$ cat src/rtl/tone_sequencer.sv
// Melody player: walks a 16-entry tone ROM (duration, frequency) with a silent gap after each note.
// Optional TONE_SEQ_BTN_PREEMPT_EN lets a button press abort a running melody.
module tone_sequencer #(
    parameter int TICKS_PER_UNIT = 5000000,
    parameter int GAP_TICKS      = 1000000
) (
    input  logic        clk,
    input  logic        rst_n,
    input  logic        start,
    input  logic        stop,
    input  logic        btn_pressed,
    input  logic [14:0] btn_frequency,
    output logic [3:0]  rom_addr,
    input  logic [17:0] rom_data,
    output logic        play,
    output logic [14:0] frequency,
    output logic        busy,
    output logic        done,
    output logic [2:0]  dbg_state
);

    typedef enum logic [2:0] {
        S_IDLE   = 3'd0,
        S_FETCH  = 3'd1,
        S_PLAY   = 3'd2,
        S_GAP    = 3'd3,
        S_FINISH = 3'd4
    } state_t;

    // One counter serves both the note duration and the gap, so size it for the longer.
    localparam int MAX_T = (7 * TICKS_PER_UNIT > GAP_TICKS) ? 7 * TICKS_PER_UNIT : GAP_TICKS;
    localparam int CNT_W = $clog2(MAX_T + 1);

    state_t             state_q, state_d;
    logic [CNT_W-1:0]   cnt_q, cnt_d;
    logic [CNT_W-1:0]   limit_q, limit_d;
    logic [3:0]         addr_q, addr_d;
    logic               play_q, play_d;
    logic [14:0]        freq_q, freq_d;
    logic               busy_q, busy_d;
    logic               done_q, done_d;
    logic               preempt;

`ifdef TONE_SEQ_BTN_PREEMPT_EN
    assign preempt = btn_pressed;
`else
    assign preempt = 1'b0;
`endif

    always_comb begin
        state_d = state_q;
        cnt_d   = cnt_q + CNT_W'(1);
        limit_d = limit_q;
        addr_d  = addr_q;
        play_d  = play_q;
        freq_d  = freq_q;
        busy_d  = busy_q;
        done_d  = 1'b0;

        case (state_q)
            S_IDLE: begin
                cnt_d  = '0;
                play_d = btn_pressed;
                freq_d = btn_pressed ? btn_frequency : 15'd0;
                if (start && !stop && !preempt) begin
                    state_d = S_FETCH;
                    addr_d  = 4'd0;
                    busy_d  = 1'b1;
                    play_d  = 1'b0;
                    freq_d  = 15'd0;
                end
            end
            S_FETCH: begin
                cnt_d = '0;
                if (rom_data[17:15] == 3'd0) begin
                    state_d = S_FINISH;
                    done_d  = 1'b1;
                    play_d  = 1'b0;
                    freq_d  = 15'd0;
                end else begin
                    state_d = S_PLAY;
                    limit_d = CNT_W'(rom_data[17:15]) * CNT_W'(TICKS_PER_UNIT) - CNT_W'(1);
                    play_d  = (rom_data[14:0] != 15'd0);
                    freq_d  = rom_data[14:0];
                end
            end
            S_PLAY: begin
                if (cnt_q == limit_q) begin
                    state_d = S_GAP;
                    cnt_d   = '0;
                    play_d  = 1'b0;
                    freq_d  = 15'd0;
                end
            end
            S_GAP: begin
                if (cnt_q == CNT_W'(GAP_TICKS - 1)) begin
                    cnt_d = '0;
                    // The last entry ends the melody instead of wrapping the address.
                    if (addr_q == 4'd15) begin
                        state_d = S_FINISH;
                        done_d  = 1'b1;
                    end else begin
                        state_d = S_FETCH;
                        addr_d  = addr_q + 4'd1;
                    end
                end
            end
            S_FINISH: begin
                state_d = S_IDLE;
                cnt_d   = '0;
                busy_d  = 1'b0;
                play_d  = 1'b0;
                freq_d  = 15'd0;
            end
            default: begin
                state_d = S_IDLE;
                cnt_d   = '0;
                busy_d  = 1'b0;
                play_d  = 1'b0;
                freq_d  = 15'd0;
            end
        endcase

        // Abort from any active state; stop silences, a preempting button plays through.
        if (state_q != S_IDLE && (stop || preempt)) begin
            state_d = S_IDLE;
            cnt_d   = '0;
            busy_d  = 1'b0;
            done_d  = 1'b0;
            play_d  = !stop;
            freq_d  = stop ? 15'd0 : btn_frequency;
        end
    end

    always_ff @(posedge clk or negedge rst_n) begin
        if (!rst_n) begin
            state_q <= S_IDLE;
            cnt_q   <= '0;
            limit_q <= '0;
            addr_q  <= 4'd0;
            play_q  <= 1'b0;
            freq_q  <= 15'd0;
            busy_q  <= 1'b0;
            done_q  <= 1'b0;
        end else begin
            state_q <= state_d;
            cnt_q   <= cnt_d;
            limit_q <= limit_d;
            addr_q  <= addr_d;
            play_q  <= play_d;
            freq_q  <= freq_d;
            busy_q  <= busy_d;
            done_q  <= done_d;
        end
    end

    assign rom_addr  = addr_q;
    assign play      = play_q;
    assign frequency = freq_q;
    assign busy      = busy_q;
    assign done      = done_q;
    assign dbg_state = state_q;

endmodule

$ cat config.mk
export PLATFORM = sky130hd
export DESIGN_NAME = tone_sequencer
export DESIGN_NICKNAME = d
export VERILOG_FILES = /design/src/rtl/tone_sequencer.sv
export SDC_FILE = /design/constraint.sdc
export NUM_CORES = 1
export LEC_CHECK = 0
export BUFFER_PORTS_ARGS = -buffer_cell sky130_fd_sc_hd__buf_4
export CAP_MARGIN = 20
export CORE_UTILIZATION = 50
export CTS_CLUSTER_DIAMETER = 100
export CTS_CLUSTER_SIZE = 25
export DETAILED_ROUTE_END_ITERATION = 10
export HOLD_SLACK_MARGIN = 0.15
export PLACE_DENSITY = 0.74
export SYNTH_ARGS = -nofsm -noshare
export SYNTH_HDL_FRONTEND = slang
export SYNTH_SLANG_ARGS = --single-unit
$ cat constraint.sdc
create_clock -name clk -period 2.1 [get_ports clk]
set_clock_uncertainty 0.15 [all_clocks]
set_input_delay 0.525 -clock clk [delete_from_list [all_inputs] [get_ports clk]]
set_output_delay 0.525 -clock clk [all_outputs]
set_load 0.005 [all_outputs]
Yosys cells after proc, flatten, opt, wreduce, memory -nomap -nowiden --
Index checks and enable logic that the tools add are counted.
Storage, ports and cells: bits in registers 77, bits in latches 0, RAM bits 0, memory bits (read-only) 0, logic and storage cells 76, memories kept 0
Cells by class: $add $sub $neg 3, $mul 1, div/mod/pow operators 0, magnitude comparators 0, equal/unequal tests 14, shift-type cells 0, muxes and demuxes 35, bitwise gates (word level) 1, reduce and logical (&&, ||, !) cells 14
Operators by type and width (count):
- 2-to-1 mux 15 bit | 6
- 2-to-1 mux 26 bit | 3
- one-hot mux 15 bit (4 select lines) | 1
- one-hot mux 26 bit (2 select lines) | 1
- adder 26 x 1 -> 26 bit (second input constant) | 1
- == test 26 x 20 -> 1 bit (second input constant) | 1
- == test 26 bit | 1
- subtractor 26 x 1 -> 26 bit (second input constant) | 1
- multiplier 3 x 17 -> 20 bit (second input constant) | 1
- 2-to-1 mux 3 bit | 6
- nonzero test 15 bit | 1
- 2-to-1 mux 4 bit | 3
- one-hot mux 3 bit (4 select lines) | 1
- 2-to-1 mux 1 bit | 10
- != test 3 bit (second input constant) | 3
- != test 2 bit (second input constant) | 4
- one-hot mux 4 bit (2 select lines) | 1
- == test 3 x 2 -> 1 bit (second input constant) | 2
- zero test 3 bit | 2
- AND reduction 2 bit | 3
- adder 4 x 1 -> 4 bit (second input constant) | 1
- == test 4 bit (second input constant) | 1
- one-hot mux 1 bit (2 select lines) | 2
- one-hot mux 1 bit (4 select lines) | 1
- other kinds (10) | 11

Depth between registers and ports, before layout --
depth after elaboration 5, gate-level depth with buffers 12, mapped depth without buffers 10

Least setup slack after synthesis --
Ideal clock, no wire load.
path type input port to flip-flop, from input port rom_data[16], to register limit_q[21], library setup time 0.127 ns, arrival 3.431 ns, required time 1.823 ns, slack -1.608 ns, cell stages on the path 12, path buffers 2, path through buf_6 -> inv_1 -> ha_1 -> clkbuf_8 -> nand2_1 -> fa_1 -> or4b_4 -> or4b_4 -> nand4b_4 -> nor4_4 -> nor3b_2 -> o21ai_1
On the way: word-level cells in the longest chain between the ends 3, elaborated cells between the ends (all ways) 5, classes of those cells 1 x add/sub; 1 x mul; 1 x bitwise; 2 x reduce/logical
Ends and longest elaborated chain:
- start: declaration | RTL line 14 | input logic [17:0] rom_data,
- parallel branches: the longest is 3 deep, another holds subtractor 26 x 1 -> 26 bit
- end signal: assignment | RTL line 148 | limit_q <= limit_d;
- end: declaration | RTL line 36 | logic [CNT_W-1:0] limit_q, limit_d;
Several ways; the timed one is not identified. A chain may end at the register's enable or synchronous reset.

Worst setup path in the final report --
from input port rom_data[16], to register limit_q[23]
Same word-level chain as after synthesis.

==> results.json <==
{
  "outcome": "finished with violations",
  "violations": "setup timing",
  "ys_ff_latch": 72,
  "synth_edf_count": 0,
  "vias": 4300,
  "ir_drop_mv": 0.346,
  "synth-compound-area-share": 0.122,
  "layout_commonest_cell": "buf_4",
  "syn_area_um2": 4440,
  "grt.met3_usage": 0.0482,
  "regArea_um2": 1800,
  "die_x_um": 96.2,
  "top_usage_layer": "met2",
  "cts_htree_levels": 3,
  "diodes": 0,
  "worstSkewPairLatency_ps": 350,
  "nets": 679,
  "setup_violations": 59,
  "crit_arrival_ps": 3300,
  "relSlewSlack": 0.549,
  "slew_viol_final": 0,
  "synth.area.top_cells": "dfrtp_1 41%, xnor2_1 9.1%, nand2_1 4.8%",
  "io_pins": 63,
  "cts_tree": "done",
  "grt_pass1_wl_um": 18400,
  "wl_per_cell_um": 18.4,
  "path_class": "in2reg",
  "wirelength_um": 13600,
  "async_reset_ff_frac": 1.00,
  "gp_congestion": 0.901,
  "final_core_util": 0.775,
  "grt_pass1_vias": 3909,
  "netlist_instances": 478,
  "coreArea_um2": 8680,
  "worst_pin_slew_ps": 674,
  "fin_ws_ps": -1120,
  "drc": 0,
  "drive_above_1_share": 0.465,
  "synth-xor-area-share": 0.138,
  "hpwl_um": 8660,
  "via_per_inst": 5.81,
  "final_cell_mix": "131 x buf_4, 72 x dfrtp_1, 38 x nand2_1",
  "gr-total-overflow": 0,
  "endpoint_kind": "flip-flop",
  "rsz0062_at_grt": "true",
  "core.rowCount": 34,
  "initial_utilization": 0.512,
  "dr.pass1.iters": 5,
  "area_delta_synth_final_pct": 51.5,
  "die_area_um2": 9260,
  "fp.dieH_um": 96.2,
  "track_usage": 0.262,
  "root_buffer": "clkbuf_8",
  "yosys_warnings": 0,
  "required_ps": 2180,
  "cts_buffers": 9,
  "grt_max_degree": 38,
  "cellPowerDensity_nw_per_um2": 631,
  "startpoint_type": "input port",
  "fin_setup_tns_ps": -13330,
  "min_path_type": "in2reg",
  "fin_crit_ps": 3220,
  "synth.largest_area_cell": "dfrtp_1",
  "grt_use_met1": 0.323,
  "netlist.area_leader.share": 0.406,
  "grt_antenna_before_repair": 0,
  "portBuffers": 62,
  "synth_cell_types": 56,
  "power.leakage_nw": 2.86,
  "yosysSeqAreaShare": 0.406,
  "synth_flop_cell": "dfrtp_1",
  "period_share": 1.53,
  "clk_pin_slew_worst_paths_ps": 80,
  "multi_input_area_um2": 3090,
  "drv_cap": 0,
  "drt-initial-drc-count": 193,
  "cts_buffer_depth": 2,
  "synth_fa_ha_area_frac": 0.0411,
  "fmax_mhz": 311,
  "met2_usage": 0.452,
  "cts.sinks": 72,
  "muxShareOfSynthArea": 0.00704,
  "syn_nets": 530,
  "synth_top_family_by_area": "simple AND/OR/NAND/NOR gates",
  "synth_simple_gate_area_frac": 0.238,
  "finalHoldViolCount": 0,
  "fill_cells": 523,
  "antenna_left": 0,
  "synth.avg_cell_area_um2": 9.29,
  "critPathMaxFanout": 3
}
[worst paths after layout]
| check | slack [ps] | from | endpoint | cells after the start |
|---|---|---|---|---|
| setup / recovery | -1120 | rom_data[16] | limit_q[23] | 12 |
| hold / removal | 220 | stop | dbg_state[1] | 2 |
| setup reg to reg | -120 | cnt_q[5] | cnt_q[22] | 7 |
| hold reg to reg | 350 | frequency[8] | frequency[8] | 2 |
| max in group asynchronous | 840 | rst_n | cnt_q[22] | 3 |
| min in group asynchronous | 420 | rst_n | cnt_q[12] | 2 |
[kinds of logic (layout without fill, tap and decap cells)]
group / after synthesis / count (layout)
muxes: 3 / 3
and+or+nand+nor: 204 / 204
DFF: 72 / 72
xor gates and xnor gates: 68 / 68
buffers and inverters: 36 / 190
adders and majority gates: 14 / 14
AOI/OAI and AO/OA: 81 / 81
[Yosys cell counts (all sizes together) (2+ instances only)]
| cell type | instances |
|---|---|
| nor3b | 2 |
| a31oi | 6 |
| inv | 11 |
| xor2 | 21 |
| mux2i | 2 |
| o21a | 2 |
| nor2b | 6 |
| nor4 | 14 |
| ha | 13 |
| o31a | 2 |
| or4 | 2 |
| nor3 | 12 |
| buf | 6 |
| and4 | 2 |
| o21ai | 37 |
| nand2b | 4 |
| a21oi | 7 |
| xnor2 | 46 |
| or2b | 2 |
| dfrtp | 72 |
| nand2 | 57 |
| clkbuf | 18 |
| or4b | 2 |
| and3 | 11 |
| nand4 | 10 |
| nor2 | 51 |
| a22oi | 17 |
| nand3 | 21 |
| nor4b | 3 |
| nand4b | 2 |
[where the power goes]
group	leakage, nW	switching (mW)	total, mW	internal [mW]
Sequential	0.950	0.186	1.77	1.59
Clock	0.0989	0.550	1.13	0.585
Combinational	1.82	0.657	1.33	0.678
Total	2.86	1.39	4.24	2.85
[area by class of cell]
| class | count | share of cell area |
|---|---|---|
| Inverter | 11 | 0.00763 |
| Clock inverter | 6 | 0.0100 |
| Sequential cell | 72 | 0.268 |
| Timing Repair Buffer | 163 | 0.215 |
| Tap cell | 108 | 0.0201 |
| Clock buffer | 10 | 0.0205 |
| Multi-Input combinational cell | 370 | 0.459 |
[sequential cells by signal, summed over array words and instances, names as in the netlist]
signal,count
cnt_q,26
limit_q,21
frequency,15
rom_addr,4
dbg_state,3
busy,1
done,1
play,1
[routing by layer]
| layer | share of wire | vias to the layer above | wire length, um |
|---|---|---|---|
| met5 | 0 | - | 0 |
| met4 | 0.030 | 0 | 409 |
| met3 | 0.051 | 40 | 692 |
| met2 | 0.53 | 162 | 7220 |
| met1 | 0.39 | 2129 | 5280 |
| li1 | - | 1969 | - |
[worst max-delay path, stage by stage]
cell      delay [ps]
buf_8             90
inv_8             40
ha_4             270
nand2_4           40
fa_2             530
or4b_4           460
or4b_4           550
nand4b_4         190
nor4_4           160
buf_4            180
mux2i_1          190
nand2_1           80
[what timing repair did]
action                     CTS  global route
hold buffers                 1             0
pin swaps                   29            67
buffers inserted            14            11
hold endpoints to repair    15             0
gates cloned                 0             6
resized for setup           55           133
setup endpoints to repair   61            61
[through the flow]
stage	hold slack [ps]	area, um^2	power, mW	worst slack (ps)	cells
5_1_grt	212	6730	4.43	-1190	740
3_5_place_dp	259	5580	2.84	-1610	698
6_report	217	6730	4.24	-1120	740
2_1_floorplan	79.4	4540	2.38	-1600	478
4_1_cts	209	6130	4.05	-1060	729
3_3_place_gp	255	5580	2.79	-1570	698
No activity file was read; power rests on OpenSTA's default activity.
